--- config.mk ---
export PLATFORM = sky130hd
export DESIGN_NAME = sad_ctrl_flat
export DESIGN_NICKNAME = d
export VERILOG_FILES = /design/src/rtl/sad_ctrl_if.sv /design/src/rtl/sad_ctrl.sv /design/src/flat_wrapper.sv
export SDC_FILE = /design/constraint.sdc
export NUM_CORES = 1
export LEC_CHECK = 0
export CAP_MARGIN = 20
export CORE_AREA = 10 10 47 49
export DETAILED_ROUTE_END_ITERATION = 8
export DIE_AREA = 0 0 57 59
export GPL_ROUTABILITY_DRIVEN = 0
export SLEW_MARGIN = 20
export SYNTH_ARGS = -nofsm -noshare
export SYNTH_HDL_FRONTEND = slang
export SYNTH_SLANG_ARGS = --single-unit
--- constraint.sdc ---
create_clock -name clk -period 2.2 [get_ports clk]
set_input_delay 0.44 -clock clk [delete_from_list [all_inputs] [get_ports clk]]
set_output_delay 0.44 -clock clk [all_outputs]
set_load 0.03 [all_outputs]
--- src/rtl/sad_ctrl_if.sv ---
// -----------------------------------------------------------------------------
// sad_ctrl_if
//   Bundles the start request, the datapath control strobes, the datapath
//   status flag and the progress/status outputs of the SAD control FSM.
//
//   master : the controller (sad_ctrl) side
//            in : go, i_lt_256 [, abort]
//            out: i_inc, i_clr, sum_clr, sum_ld, sadreg_clr, sadreg_ld,
//                 cand_idx, busy, done [, aborted]
//   slave  : the datapath / requester side (directions mirrored)
//
//   Optional macro SAD_CTRL_ABORT_EN adds abort (to controller) and
//   aborted (from controller).
// -----------------------------------------------------------------------------
interface sad_ctrl_if #(
  parameter int CAND_W = 4
);
  logic              go;
  logic              i_lt_256;
  logic              i_inc;
  logic              i_clr;
  logic              sum_clr;
  logic              sum_ld;
  logic              sadreg_clr;
  logic              sadreg_ld;
  logic [CAND_W-1:0] cand_idx;
  logic              busy;
  logic              done;
`ifdef SAD_CTRL_ABORT_EN
  logic              abort;
  logic              aborted;

  modport master (
    input  go, i_lt_256, abort,
    output i_inc, i_clr, sum_clr, sum_ld, sadreg_clr, sadreg_ld,
           cand_idx, busy, done, aborted
  );
  modport slave (
    output go, i_lt_256, abort,
    input  i_inc, i_clr, sum_clr, sum_ld, sadreg_clr, sadreg_ld,
           cand_idx, busy, done, aborted
  );
`else
  modport master (
    input  go, i_lt_256,
    output i_inc, i_clr, sum_clr, sum_ld, sadreg_clr, sadreg_ld,
           cand_idx, busy, done
  );
  modport slave (
    output go, i_lt_256,
    input  i_inc, i_clr, sum_clr, sum_ld, sadreg_clr, sadreg_ld,
           cand_idx, busy, done
  );
`endif
endinterface

--- src/rtl/sad_ctrl.sv ---
// -----------------------------------------------------------------------------
// sad_ctrl
//   Control FSM sitting directly upstream of the SAD datapath. One go runs
//   N_CAND candidate blocks; each candidate accumulates 256 |A-B| terms into
//   the datapath sum register and then stores the sum into the SAD register.
//   A token shift register (depth PIPE_D = 1 + MEM_LAT) delays each element
//   increment so that sum_ld lines up with the registered A/B address plus
//   the memory read latency.
//
//   Ports
//     clk  in  rising-edge clock
//     rst  in  synchronous active-high reset (aborts a run, no done)
//     bus  sad_ctrl_if.master:
//       go, i_lt_256              in
//       i_inc, i_clr              element counter increment / clear
//       sum_clr, sum_ld           sum register clear / accumulate
//       sadreg_clr, sadreg_ld     SAD register clear / load from sum
//       cand_idx                  candidate in progress / just stored
//       busy                      high in every state except idle
//       done                      1-cycle pulse after the last store
//
//   Optional feature macro: SAD_CTRL_ABORT_EN
//     adds bus.abort (in) and bus.aborted (out). abort outside idle returns
//     the FSM to idle next cycle, flushes the token pipe and pulses aborted;
//     the aborted run never produces done or another sadreg_ld.
// -----------------------------------------------------------------------------
module sad_ctrl #(
  parameter int N_CAND  = 1,
  parameter int CAND_W  = 4,
  parameter int MEM_LAT = 1
) (
  input  logic        clk,
  input  logic        rst,
  sad_ctrl_if.master  bus
);

  localparam int                PIPE_D    = MEM_LAT + 1;
  localparam logic [CAND_W-1:0] LAST_CAND = CAND_W'(N_CAND - 1);

  typedef enum logic [2:0] {
    S_IDLE,
    S_INIT,
    S_RUN,
    S_DRAIN,
    S_STORE,
    S_DONE
  } state_t;

  state_t            r_state;
  state_t            w_state_nxt;
  logic [PIPE_D-1:0] r_tok_p;      // bit 0 = newest token, MSB drives sum_ld
  logic              w_tok_in;
  logic              w_tok_pend;
  logic [CAND_W-1:0] r_cand;
  logic              w_cand_clr;
  logic              w_cand_inc;
  logic              w_abort;

  // Tokens still in flight behind the one currently at the output. The
  // output token is consumed this cycle, so once nothing sits behind it the
  // sum register will be final after this edge and the store can follow.
  generate
    if (PIPE_D > 1) begin : g_pend
      assign w_tok_pend = |r_tok_p[PIPE_D-2:0];
    end else begin : g_nopend
      assign w_tok_pend = 1'b0;
    end
  endgenerate

`ifdef SAD_CTRL_ABORT_EN
  logic r_aborted;
  assign w_abort     = bus.abort && (r_state != S_IDLE);
  assign bus.aborted = r_aborted;
`else
  assign w_abort = 1'b0;
`endif

  assign bus.sum_ld   = r_tok_p[PIPE_D-1];
  assign bus.cand_idx = r_cand;

  // ---- state / token pipe / candidate index registers ----
  always_ff @(posedge clk) begin
    if (rst) begin
      r_state <= S_IDLE;
      r_tok_p <= '0;
      r_cand  <= '0;
`ifdef SAD_CTRL_ABORT_EN
      r_aborted <= 1'b0;
`endif
    end else begin
      r_state <= w_state_nxt;
      if (w_abort) begin
        r_tok_p <= '0;
      end else begin
        r_tok_p <= (r_tok_p << 1) | PIPE_D'(w_tok_in);
      end
      if (w_cand_clr) begin
        r_cand <= '0;
      end else if (w_cand_inc) begin
        r_cand <= r_cand + 1'b1;
      end
`ifdef SAD_CTRL_ABORT_EN
      r_aborted <= w_abort;
`endif
    end
  end

  // ---- next state and datapath strobes ----
  always_comb begin
    w_state_nxt    = r_state;
    w_tok_in       = 1'b0;
    w_cand_clr     = 1'b0;
    w_cand_inc     = 1'b0;
    bus.i_inc      = 1'b0;
    bus.i_clr      = 1'b0;
    bus.sum_clr    = 1'b0;
    bus.sadreg_clr = 1'b0;
    bus.sadreg_ld  = 1'b0;
    bus.done       = 1'b0;
    bus.busy       = (r_state != S_IDLE);

    case (r_state)
      S_IDLE: begin
        if (bus.go) begin
          bus.sadreg_clr = 1'b1;
          w_cand_clr     = 1'b1;
          w_state_nxt    = S_INIT;
        end
      end
      S_INIT: begin
        bus.i_clr   = 1'b1;
        bus.sum_clr = 1'b1;
        w_state_nxt = S_RUN;
      end
      S_RUN: begin
        bus.i_inc = bus.i_lt_256;
        w_tok_in  = bus.i_lt_256;
        if (!bus.i_lt_256) begin
          // With a single-stage pipe nothing is left to drain here.
          w_state_nxt = w_tok_pend ? S_DRAIN : S_STORE;
        end
      end
      S_DRAIN: begin
        if (!w_tok_pend) begin
          w_state_nxt = S_STORE;
        end
      end
      S_STORE: begin
        bus.sadreg_ld = 1'b1;
        if (r_cand < LAST_CAND) begin
          w_cand_inc  = 1'b1;
          w_state_nxt = S_INIT;
        end else begin
          w_state_nxt = S_DONE;
        end
      end
      S_DONE: begin
        bus.done    = 1'b1;
        w_state_nxt = S_IDLE;
      end
      default: begin
        w_state_nxt = S_IDLE;
      end
    endcase

    // An abort wins over everything the current state would do next.
    if (w_abort) begin
      w_state_nxt   = S_IDLE;
      w_cand_inc    = 1'b0;
      bus.sadreg_ld = 1'b0;
      bus.done      = 1'b0;
    end
  end

endmodule

--- src/flat_wrapper.sv ---
// flat-port wrapper written by rule: the top's interface ports become plain ports
module sad_ctrl_flat 
#(
  parameter int N_CAND  = 1,
  parameter int CAND_W  = 4,
  parameter int MEM_LAT = 1
)
  (clk, rst, bus_go, bus_i_lt_256, bus_i_inc, bus_i_clr, bus_sum_clr, bus_sum_ld, bus_sadreg_clr, bus_sadreg_ld, bus_cand_idx, bus_busy, bus_done);
  sad_ctrl_if #(.CAND_W(CAND_W)) bus_i ();
  input  logic clk;
  input  logic rst;
  input wire logic [$bits(bus_i.go)-1:0] bus_go;
  input wire logic [$bits(bus_i.i_lt_256)-1:0] bus_i_lt_256;
  output wire logic [$bits(bus_i.i_inc)-1:0] bus_i_inc;
  output wire logic [$bits(bus_i.i_clr)-1:0] bus_i_clr;
  output wire logic [$bits(bus_i.sum_clr)-1:0] bus_sum_clr;
  output wire logic [$bits(bus_i.sum_ld)-1:0] bus_sum_ld;
  output wire logic [$bits(bus_i.sadreg_clr)-1:0] bus_sadreg_clr;
  output wire logic [$bits(bus_i.sadreg_ld)-1:0] bus_sadreg_ld;
  output wire logic [$bits(bus_i.cand_idx)-1:0] bus_cand_idx;
  output wire logic [$bits(bus_i.busy)-1:0] bus_busy;
  output wire logic [$bits(bus_i.done)-1:0] bus_done;
  assign bus_i.go = bus_go;
  assign bus_i.i_lt_256 = bus_i_lt_256;
  assign bus_i_inc = bus_i.i_inc;
  assign bus_i_clr = bus_i.i_clr;
  assign bus_sum_clr = bus_i.sum_clr;
  assign bus_sum_ld = bus_i.sum_ld;
  assign bus_sadreg_clr = bus_i.sadreg_clr;
  assign bus_sadreg_ld = bus_i.sadreg_ld;
  assign bus_cand_idx = bus_i.cand_idx;
  assign bus_busy = bus_i.busy;
  assign bus_done = bus_i.done;
  sad_ctrl #(.N_CAND(N_CAND), .CAND_W(CAND_W), .MEM_LAT(MEM_LAT)) u_core (.clk(clk), .rst(rst), .bus(bus_i));
endmodule
; Yosys cells after proc, flatten, opt, wreduce, memory -nomap -nowiden
; Cells that the tools add are included.
[op_classes]
n_div = 0
addsub = 1
multipliers = 0
n_mux = 14
n_eq_ne = 8
bitwise_logic = 1
n_shift = 0
n_lt_le_gt_ge = 1
reduce_logical = 4
[op_table]
columns = op, count
row1 = $mux W3, 5
row2 = $pmux W3 S5, 1
row3 = $mux W1, 8
row4 = $eq A3 B2 Y1 const B, 2
row5 = $eq A3 B3 Y1 const B, 2
row6 = $ne A2 B2 Y1 const B, 3
row7 = $add A4 B1 Y4 const B, 1
row8 = $lt A4 B1 Y1 const B, 1
row9 = $eq A3 B1 Y1 const B, 1
row10 = $logic_not A3 Y1, 1
row11 = $reduce_and A3 Y1, 1
row12 = $reduce_bool A3 Y1, 1
row13 = $or A2 B1 Y2, 1
row14 = $reduce_or A2 Y1, 1
[totals]
output_inout_bits = 12
word_cells = 32
mem_bits_rw = 0
latchBits = 0
rom_bits = 0
memories = 0
register_bits = 9
input_bits = 4

; Longest topological paths before layout
[depth]
depth_word = 3
ltp_mapped = 3
mapped_depth_nobuf = 3

; Worst setup path before layout
; Ideal clock, no wire load.
[synth_path]
path_type = flip-flop to output port
from = register u_core.r_state[0]
to = output port bus_sum_clr
n_path_buf = 1
path_stages_with_launch = 3
slack_ps = 300
arrival_ps = 1460
cell_sequence = dfxtp_1 nor3b_1 buf_4
[synth_between]
elab_chain_cells = 2
[synth_lines]
columns = element, line_no
row1 = "start, declared", sad_ctrl.sv:49  ; state_t r_state;
row2 = "start signal, assigned", sad_ctrl.sv:91  ; r_state <= w_state_nxt;
row3 = $eq A3 B1 Y1, n/a
row4 = $mux W1, n/a
row5 = "end, declared", flat_wrapper.sv:16  ; output wire logic [$bits(bus_i.sum_clr)-1:0] bus_sum_clr;
; Every way passes these cells.

; Worst setup path after layout
[layout_path]
from = register u_core.r_state[1]
to = output port bus_sadreg_ld
[layout_between]
elab_chain_cells = 2
[layout_lines]
columns = element, line_no
row1 = $eq A3 B3 Y1, sad_ctrl.sv:122  ; case (r_state)
row2 = $mux W1, sad_ctrl.sv:122
row3 = "end, declared", flat_wrapper.sv:19  ; output wire logic [$bits(bus_i.sadreg_ld)-1:0] bus_sadreg_ld;
; Every way passes these cells.

==> metrics.md <==
| Metric | Value |
|---|---|
| Vias in the first global route | 249 |
| Grt total ovfl | 0 |
| Switching pwr | approximately 0.00010 W |
| Avg Cell Area, Syn | 8.41 um^2 |
| Critical path cell sequence | nor2_1 -> nand2_1 -> inv_1 -> clkdlybuf4s50_1 |
| Path type of the worst min-delay path | flop to flop |
| Crit-path max cell delay | roughly 0.66 ns |
| Combinational Power Share | 0.307 |
| Initial core utilization | 0.192 |
| DRT antenna net count | 0 |
| Layout area overhead | 49.3% |
| Clock sink count | 5 |
| Status | finished, final reports clean |
| Levels on crit path | 4 |
| P_int | 0.000202 W |
| IO Count | 16 |
| Crit path capture type | primary output |
| Pin count of the biggest net entering global routing | 8 |
| R2R cell count | 3 |
| Crit path from | u_core.r_state[1]$_SDFFE_PP0P_ |
| Pins Over Slew Limit | 0 |
| CP Data Required Time | between 1.5 and 2 ns |
| RR Startpoint | u_core.r_state[1]$_SDFFE_PP0P_ |
| R2R Setup Slk | ~1.1 ns |
| Synth Warn # | 0 |
| Synthesis-stage register bit count | 5 |
| Critical path endpoint | bus_sadreg_ld |
| Pwr Density | between 700 and 800 nW/um^2 |
| GR Util All Layers | 0.0424 |
| Iteration-0 DRC Markers | 9 |
| Slowest CP cell | clkdlybuf4s50_1 |
| N_diodes | 0 |
| DR WL/cell | about 11 um |
| Synthesized area | around 270 um^2 |
| Reg2reg end | u_core.r_state[2]$_SDFFE_PP0P_ |
| Clk Latency, worst-skew pair | approximately 0.24 ns |
| Fill count | about 170 |
| Place WS | 0.313 ns |
| Clock power share | 0.346 |
| Yosys cell types | 17 |
| Crit Path Max Fanout | 6 |
| Final setup margin | between 0.15 and 0.2 ns |
| Mapped Cells | 32 |
| Most common cell after layout, fill and taps aside | clkdlybuf4s50_1 |
| Cell row count | 14 |
| CP Buf/Inv Count | 2 |
| Setup tns final | 0 ns |
| Layout Nets | 50 |
| Vias | 243 |
| Number of synthesized flops with an enable pin | 0 |
| FF+latch area | 100 um^2 |
| TritonCTS clock tree | done |
| CP arrival | between 1.5 and 2 ns |
| Final setup violation count | 0 |
| Clk slew on worst S/H paths | roughly 0.050 ns |
| Dpl hpwl | 517 um |
| Final period utilization | 0.919 |
| Maxcap violations | 0 |
| Overall die height | 59 um |
| # hold bufs at CTS | 0 |
| Post-synth ARST share | 0 |
| Post-route DRC | 0 |
| Die area | approximately 3400 um^2 |
| Switching Share | 0.333 |
| CTS buffer count | 3 |
| First-pass GRT wire length | roughly 1100 um |
| Reg power frac | 0.348 |
| Total Wirelength | roughly 640 um |
| Most used flip-flop cell after synthesis | dfxtp_1 |
| VDD IR-drop max | 273 uV |
| Multi-input logic area | about 140 um^2 |
| Fmax | around 500 MHz |
| Initial antenna violation count | 0 |
| Lkg Pwr | 0.210 nW |
| Buffers added on ports | 11 |
| Layout cells sized above 1 | 0.178 |
| Endpoints failing hold | 0 |
| DIE WIDTH | 57 um |
| Unrepaired setup endpoints after global routing | false |
| Startpoint Class | flop |
| Sequential cell area fraction in the yosys report | 0.372 |
| Core area | between 1000 and 1500 um^2 |
| Setup Skew | approximately 0.0056 ns |
| Crit Path Class | flop to primary output |
| TritonRoute pass-1 iters | 4 |
| Root Driver | clkbuf_4 |
| Final min period | ~2.0 ns |
| H-tree lvl count | 1 |
| Clock buffer depth | 2 |
| Drt via density | around 4.0 |
| Most frequent cells in the layout | clkdlybuf4s50_1, nor2_1, dfxtp_1, conb_1 |
| Cell family with most CP delay | buffers and inverters |
==> kinds of logic (layout without fill, tap and decap cells) <==
group | Yosys count | in the layout | synth area share
other | 1 | 4 | 0.0139
buffers and inverters | 7 | 17 | 0.167
AND/OR/NAND/NOR | 15 | 15 | 0.344
AO/OA/AOI/OAI | 4 | 4 | 0.102
flip-flops | 5 | 5 | 0.372
==> synthesized netlist by cell type (all sizes together), types with 2 or more instances <==
cell / instances / area share
nor2b: 2 / 0.047
o21ai: 2 / 0.037
buf: 5 / 0.14
nor2: 5 / 0.070
dfxtp: 5 / 0.37
inv: 2 / 0.028
nand2b: 2 / 0.074
==> registers in the layout (all words and copies together) (netlist names) <==
register,count
u_core.r_state,3
u_core.r_tok_p,2
==> through the flow <==
stage | util | hold WS (ns) | instance area, um^2 | std cells | total power (W)
after floorplan | - | 0.468 | 280 | 35 | 0.000173
after global placement | 0.263 | 0.488 | 368 | 57 | 0.000201
after detailed placement | 0.263 | 0.489 | 368 | 57 | 0.000201
after CTS | 0.281 | 0.494 | 394 | 61 | 0.000310
after global routing | 0.287 | 0.518 | 402 | 61 | 0.000329
final | 0.287 | 0.492 | 402 | 61 | 0.000303
==> repair_timing <==
action	in CTS	in global routing
endpoints found under the setup margin	0	3
gates resized for setup	0	3
setup buffers	0	0
==> worst min-delay path by stage <==
stage / start / endpoint / slack, ns / cells after the start
2_1_floorplan: u_core.r_tok_p[0]$_SDFF_PP0_ / u_core.r_tok_p[1]$_SDFF_PP0_ / 0.47 / 1
3_5_place_dp: u_core.r_tok_p[0]$_SDFF_PP0_ / u_core.r_tok_p[1]$_SDFF_PP0_ / 0.49 / 1
4_1_cts: u_core.r_tok_p[0]$_SDFF_PP0_ / u_core.r_tok_p[1]$_SDFF_PP0_ / 0.49 / 1
6_report: u_core.r_tok_p[0]$_SDFF_PP0_ / u_core.r_tok_p[1]$_SDFF_PP0_ / 0.49 / 1
5_1_grt: u_core.r_tok_p[0]$_SDFF_PP0_ / u_core.r_tok_p[1]$_SDFF_PP0_ / 0.52 / 1
3_3_place_gp: u_core.r_tok_p[0]$_SDFF_PP0_ / u_core.r_tok_p[1]$_SDFF_PP0_ / 0.49 / 1
==> cell type report <==
cell class | instances | share of cell area
timing repair buffer | 11 | 0.280
tap | 16 | 0.0498
clock buffer | 4 | 0.0654
sequential | 5 | 0.249
multi-input combinational | 23 | 0.336
inverter | 2 | 0.0187
==> metal layers <==
metal | vias up | share of wire | track usage
met4 | 0 | 0 | 0.0302
met2 | 14 | 0.38 | 0.0512
li1 | 127 | - | -
met3 | 0 | 0.17 | 0.0451
met1 | 102 | 0.45 | 0.0417
met5 | - | 0 | 0
==> power by group through the flow <==
stage | Clock [W] | Sequential, W | Combinational (W)
after floorplan | 0 | 0.000105 | 0.0000681
after global placement | 0 | 0.000106 | 0.0000943
after detailed placement | 0 | 0.000107 | 0.0000944
after CTS | 0.000110 | 0.000105 | 0.0000948
after global routing | 0.000122 | 0.000106 | 0.000100
final | 0.000105 | 0.000105 | 0.0000929
(Power assumes the default switching activity.)
